[src/rtl/cram_axi_rd_slave.sv]
// AXI4 read-only responder for the code RAM: walks AR bursts, reads a one-cycle-latency
// synchronous memory and returns R beats through a 2-entry buffer. Define CRAM_RD_WRAP_EN for WRAP bursts.
module cram_axi_rd_slave #(
  parameter int ADDR_W = 15,
  parameter int DATA_W = 32,
  parameter int ID_W   = 4
) (
  input  logic              clk,
  input  logic              nrst,
  input  logic [ID_W-1:0]   s_cram_arid,
  input  logic [31:0]       s_cram_araddr,
  input  logic [7:0]        s_cram_arlen,
  input  logic [2:0]        s_cram_arsize,
  input  logic [1:0]        s_cram_arburst,
  input  logic              s_cram_arvalid,
  output logic              s_cram_arready,
  output logic [ID_W-1:0]   s_cram_rid,
  output logic [DATA_W-1:0] s_cram_rdata,
  output logic [1:0]        s_cram_rresp,
  output logic              s_cram_rlast,
  output logic              s_cram_rvalid,
  input  logic              s_cram_rready,
  output logic              mem_en,
  output logic [ADDR_W-3:0] mem_addr,
  input  logic [DATA_W-1:0] mem_rdata
);

  typedef enum logic {IDLE, BURST} state_t;

  state_t            state, next_state;
  logic              ar_en_q;
  logic              ar_hs, ar_err, burst_err;
  logic [ID_W-1:0]   id_q;
  logic [ADDR_W-1:0] addr_q, addr_nxt;
  logic [7:0]        cnt_q;
  logic [1:0]        burst_q;
  logic              err_q;
`ifdef CRAM_RD_WRAP_EN
  logic [7:0]        len_q;
  logic [ADDR_W-1:0] wrap_mask;
`endif

  logic              issue, credit_ok, pop, pop_fifo, push;
  logic [2:0]        occupancy;

  logic              if_v, if_last, if_err;
  logic [ID_W-1:0]   if_id;
  logic [DATA_W-1:0] ret_data;

  logic [DATA_W-1:0] buf_data [2];
  logic [ID_W-1:0]   buf_id   [2];
  logic              buf_last [2];
  logic              buf_err  [2];
  logic              wr_ptr, rd_ptr;
  logic [1:0]        count;

  assign ar_hs = s_cram_arvalid && s_cram_arready;

  // Errored bursts still produce every beat, but never touch the memory.
  always_comb begin
`ifdef CRAM_RD_WRAP_EN
    burst_err = (s_cram_arburst == 2'd3) ||
                ((s_cram_arburst == 2'd2) &&
                 !((s_cram_arlen == 8'd1) || (s_cram_arlen == 8'd3) ||
                   (s_cram_arlen == 8'd7) || (s_cram_arlen == 8'd15)));
`else
    burst_err = s_cram_arburst[1];
`endif
    ar_err = (s_cram_arsize != 3'd2) || (s_cram_araddr[1:0] != 2'b00) ||
             (s_cram_araddr[31:ADDR_W] != '0) || burst_err;
  end

  always_ff @(posedge clk or negedge nrst) begin
    if (!nrst) begin
      state   <= IDLE;
      ar_en_q <= 1'b0;
    end else begin
      state   <= next_state;
      ar_en_q <= 1'b1;
    end
  end

  always_comb begin
    next_state = state;
    case (state)
      IDLE:    if (ar_hs) next_state = BURST;
      BURST:   if (issue && (cnt_q == 8'd0)) next_state = IDLE;
      default: next_state = IDLE;
    endcase
  end

  always_comb begin
    s_cram_arready = 1'b0;
    issue          = 1'b0;
    mem_en         = 1'b0;
    case (state)
      IDLE:  s_cram_arready = ar_en_q;
      BURST: begin
        issue  = credit_ok;
        mem_en = credit_ok && !err_q;
      end
      default: ;
    endcase
  end

  assign mem_addr = addr_q[ADDR_W-1:2];

`ifdef CRAM_RD_WRAP_EN
  assign wrap_mask = ADDR_W'({len_q, 2'b11});
`endif

  always_comb begin
    addr_nxt = addr_q;
    case (burst_q)
      2'd1: addr_nxt = addr_q + ADDR_W'(4);
`ifdef CRAM_RD_WRAP_EN
      2'd2: addr_nxt = (addr_q & ~wrap_mask) | ((addr_q + ADDR_W'(4)) & wrap_mask);
`endif
      default: addr_nxt = addr_q;
    endcase
  end

  always_ff @(posedge clk or negedge nrst) begin
    if (!nrst) begin
      id_q    <= '0;
      addr_q  <= '0;
      cnt_q   <= '0;
      burst_q <= '0;
      err_q   <= 1'b0;
`ifdef CRAM_RD_WRAP_EN
      len_q   <= '0;
`endif
    end else if (ar_hs) begin
      id_q    <= s_cram_arid;
      addr_q  <= s_cram_araddr[ADDR_W-1:0];
      cnt_q   <= s_cram_arlen;
      burst_q <= s_cram_arburst;
      err_q   <= ar_err;
`ifdef CRAM_RD_WRAP_EN
      len_q   <= s_cram_arlen;
`endif
    end else if (issue) begin
      addr_q <= addr_nxt;
      cnt_q  <= cnt_q - 8'd1;
    end
  end

  // The in-flight beat counts against buffer space so its data always has a slot.
  assign occupancy = {1'b0, count} + {2'b00, if_v} - {2'b00, pop};
  assign credit_ok = occupancy < 3'd2;

  always_ff @(posedge clk or negedge nrst) begin
    if (!nrst) begin
      if_v    <= 1'b0;
      if_last <= 1'b0;
      if_err  <= 1'b0;
      if_id   <= '0;
    end else begin
      if_v <= issue;
      if (issue) begin
        if_id   <= id_q;
        if_last <= (cnt_q == 8'd0);
        if_err  <= err_q;
      end
    end
  end

  assign ret_data = if_err ? '0 : mem_rdata;

  // With an empty buffer the returning beat is presented directly from memory.
  always_comb begin
    s_cram_rvalid = 1'b0;
    s_cram_rid    = '0;
    s_cram_rdata  = '0;
    s_cram_rresp  = 2'b00;
    s_cram_rlast  = 1'b0;
    if (count != 2'd0) begin
      s_cram_rvalid = 1'b1;
      s_cram_rid    = buf_id[rd_ptr];
      s_cram_rdata  = buf_data[rd_ptr];
      s_cram_rresp  = buf_err[rd_ptr] ? 2'b10 : 2'b00;
      s_cram_rlast  = buf_last[rd_ptr];
    end else if (if_v) begin
      s_cram_rvalid = 1'b1;
      s_cram_rid    = if_id;
      s_cram_rdata  = ret_data;
      s_cram_rresp  = if_err ? 2'b10 : 2'b00;
      s_cram_rlast  = if_last;
    end
  end

  assign pop      = s_cram_rvalid && s_cram_rready;
  assign pop_fifo = pop && (count != 2'd0);
  assign push     = if_v && !(pop && (count == 2'd0));

  always_ff @(posedge clk or negedge nrst) begin
    if (!nrst) begin
      for (int i = 0; i < 2; i++) begin
        buf_data[i] <= '0;
        buf_id[i]   <= '0;
        buf_last[i] <= 1'b0;
        buf_err[i]  <= 1'b0;
      end
      wr_ptr <= 1'b0;
      rd_ptr <= 1'b0;
      count  <= 2'd0;
    end else begin
      if (push) begin
        buf_data[wr_ptr] <= ret_data;
        buf_id[wr_ptr]   <= if_id;
        buf_last[wr_ptr] <= if_last;
        buf_err[wr_ptr]  <= if_err;
        wr_ptr           <= ~wr_ptr;
      end
      if (pop_fifo) rd_ptr <= ~rd_ptr;
      count <= count + {1'b0, push} - {1'b0, pop_fifo};
    end
  end

endmodule
[config.mk]
export PLATFORM = sky130hd
export DESIGN_NAME = cram_axi_rd_slave
export DESIGN_NICKNAME = d
export VERILOG_FILES = /design/src/rtl/cram_axi_rd_slave.sv
export SDC_FILE = /design/constraint.sdc
export NUM_CORES = 1
export LEC_CHECK = 0
export ABC_AREA = 1
export CELL_PAD_IN_SITES_DETAIL_PLACEMENT = 2
export CELL_PAD_IN_SITES_GLOBAL_PLACEMENT = 2
export CORE_MARGIN = 3
export CORE_UTILIZATION = 31
export DETAILED_ROUTE_END_ITERATION = 10
export GPL_TIMING_DRIVEN = 0
export PLACE_DENSITY = 0.84
export SLEW_MARGIN = 10
export SYNTH_ARGS = -nofsm -noshare
export SYNTH_HDL_FRONTEND = slang
export SYNTH_SLANG_ARGS = --single-unit
[constraint.sdc]
create_clock -name clk -period 4.8 [get_ports clk]
set_clock_uncertainty 0.1 [all_clocks]
set_input_delay 0.96 -clock clk [delete_from_list [all_inputs] [get_ports clk]]
set_output_delay 0.96 -clock clk [all_outputs]
set_load 0.01 [all_outputs]
==> flow_metrics.tcl <==
set metrics [dict create \
    setup_violations 0 \
    avgSynthCellArea_um2 7.899 \
    ys.flop_type "dfrtp_1" \
    post-dp-hpwl_mm 14.80 \
    grt_pass1_wl_mm 33.92 \
    gp_congestion 0.7703 \
    outcome "finished clean" \
    synth_cell_type_count 34 \
    hold_violations 0 \
    core_um2 18830 \
    whs_ps 353.0 \
    ant_nets 0 \
    crit_chain "clkdlybuf4s50_1 -> inv_1 -> a21oi_1 -> ha_1 -> or2_2 -> fa_1 -> nand2_1 -> inv_1 -> nand3_4 -> nor2_4 -> dlymetal6s2s_1" \
    critical_path.top_delay_family "buffers and inverters" \
    hp-class "in -> async" \
    worst_ep_arrival_time_ps 3280 \
    fin_util_pct 44.20 \
    numCtsBuffers 17 \
    drv_cap 0 \
    h-tree-depth 4 \
    path_clk_slew_ps 60 \
    synth-seq-cells 117 \
    finalWirelength_mm 20.88 \
    drc 0 \
    wire_per_inst_um 17.59 \
    finalSetupTns_ps 0 \
    critPathMaxFanout 8 \
    max_freq_mhz 230.2 \
    cts_tree "built" \
    slowest_delay_ps 490 \
    endpoint_kind "output port" \
    critPathSlowestCell "clkdlybuf4s50_1" \
    cp_num_buf_inv 4 \
    vdd_drop_max_v 0.0002912 \
    rsz0062_at_grt "no" \
    crit_required_ps 3740 \
    grt_antenna_before_repair 1 \
    cts_hold_buf 0 \
    dp_slack_ps -107.2 \
    p_leak_nw 3.622 \
    ys_seq_area_share_pct 48.96 \
    antenna_cells 0 \
    p_total_w 0.004892 \
    die_y_um 144.9 \
    n_fill_cell 2105 \
    grt_max_degree 78 \
    io-pin-count 140 \
    drive_gt1_share_pct 9.385 \
    drv_slew 0 \
    clkLatencyLatePin_ps 420 \
    vias 5905 \
    post-route-min-period_ps 4344 \
    synth_area_um2 5979 \
    synth-edff-count 0 \
    cts_root_buffer "clkbuf_16" \
    syn_nets 849 \
    clock_path_buffers 2 \
    path_common_cell "inv_1" \
    yosysWarnings 0 \
    first_global_vias 6443 \
    criticalPathCategory "in -> out" \
    io_buffers 138 \
    start_kind "primary input" \
    min_period_over_period_pct 90.50 \
    tightest_slew_ps 670.3 \
    p_per_area_nw_per_um2 587.8 \
    area_growth_pct 39.19 \
    relSlewSlack_pct 55.31 \
    row_count 50 \
    finalWorstSetupSlack_ps 455.9 \
    final_cell_mix "nand2_1, clkdlybuf4s50_1, nor2_1" \
    final_common_cell "nand2_1" \
    syn_inst 757 \
    grt.overflow.total 0 \
    final_nets 1006 \
    die_x_um 144.9 \
    via_per_inst 4.975 \
    floorplan.initialDensity_pct 31.75 \
    first_iter_violations 181 \
    cts_sinks 117 \
    dieArea_um2 20990 \
    dr.pass1.iters 4 \
    track_usage_pct 20.47 \
    async_reset_ff_share_pct 100.0 \
]
-- cell usage after synthesis, types with 2 or more instances --
cell type | n | area, um2
ha_1 | 6 | 75.07
nand2_2 | 13 | 81.33
or2_2 | 3 | 18.77
o32ai_1 | 38 | 332.8
nor2_1 | 126 | 473.0
inv_1 | 42 | 157.7
buf_6 | 4 | 45.04
nand2_1 | 216 | 810.8
nand3b_1 | 4 | 30.03
buf_4 | 5 | 37.54
o21ai_2 | 10 | 87.58
a21oi_1 | 4 | 20.02
conb_1 | 2 | 7.510
nand4_1 | 4 | 25.02
o21ai_1 | 21 | 105.1
dfrtp_1 | 117 | 2928
xnor2_1 | 3 | 26.28
nor3_1 | 3 | 15.01
nand3_1 | 20 | 100.1
o211ai_1 | 2 | 15.01
clkbuf_1 | 18 | 67.56
xor2_1 | 3 | 26.28
buf_2 | 13 | 65.06
o21ai_0 | 67 | 335.3
clkbuf_2 | 2 | 10.01
buf_1 | 3 | 11.26
-- cell families after synthesis --
family                   Yosys count  synth area share, %
AND/OR/NAND/NOR                  392                26.45
AO/OA/AOI/OAI                    145                15.34
other                              2               0.1256
flip-flops                       117                48.96
XOR/XNOR                           6               0.8790
buffers and inverters             88                6.654
adder cells (fa/ha/maj)            7                1.590
-- registers in the layout, summed over array words and instances, names as in the netlist --
signal,flops
count,2
if_id,4
buf_id,8
cnt_q,8
burst_q,2
rd_ptr,1
addr_q,13
id_q,4
buf_err,2
if_err,1
if_v,1
if_last,1
ar_en_q,1
buf_last,2
wr_ptr,1
err_q,1
state,1
buf_data,64
-- through the flow --
step	instances	instance area [um2]
after global routing	1187	8323
final	1187	8323
after detailed placement	1156	7715
after floorplan	757	5979
after CTS	1187	8320
after global placement	1155	7686
-- per-layer routing --
layer	vias up	global-route usage (%)	part of all wire, %
met4	2	5.302	1.4
met3	24	3.615	4.0
met2	136	35.73	50
met1	2949	26.23	44
met5	-	0	0.043
li1	2794	-	-
-- worst register-to-register path: stages (launching register included) --
cell     delay [ps]
dfrtp_1         460
nor2_4          390
a21oi_1         130
ha_1            280
or2_2           300
fa_1            490
nand2_1          60
inv_1            90
nand3_4         140
nand2_2         150
nand2_1         100
buf_2           210
nor2_1          110
nand2_1          60
nand2_1          60
-- power breakdown --
group	internal [W]	switching [W]	leakage, nW
sequential	0.00118	0.000172	1.55
clock	0.000781	0.000490	0.275
combinational	0.000953	0.00132	1.80
-- repair_timing --
item                       CTS  global route
setup endpoints to repair    1             1
resized for setup            3             1
setup buffers                0             0
-- cell type report --
class / instances / area, um2 / area share (%)
clock buffer: 18 / 439.2 / 5.277
multi-input combinational: 552 / 2669 / 32.07
clock inverter: 14 / 155.1 / 1.864
inverter: 43 / 161.4 / 1.939
tap: 260 / 325.3 / 3.909
buffer: 44 / 232.7 / 2.796
sequential: 117 / 2928 / 35.18
timing repair buffer: 139 / 1413 / 16.97
-- path summary, 6_finish.rpt --
kind | start | to | slack, ps | cells past startpoint
min in group clk | if_id[0] | if_id[0] | 390 | 2
max in group asynchronous | nrst | addr_q[2] | 3490 | 2
worst min-delay path | nrst | buf_data[9] | 350 | 1
worst max-delay path | s_cram_rready | mem_en | 460 | 11
worst max register to register | count[1] | addr_q[7] | 1610 | 14
worst min register to register | if_id[0] | if_id[0] | 390 | 2
Power figures use the tool's default switching activity.
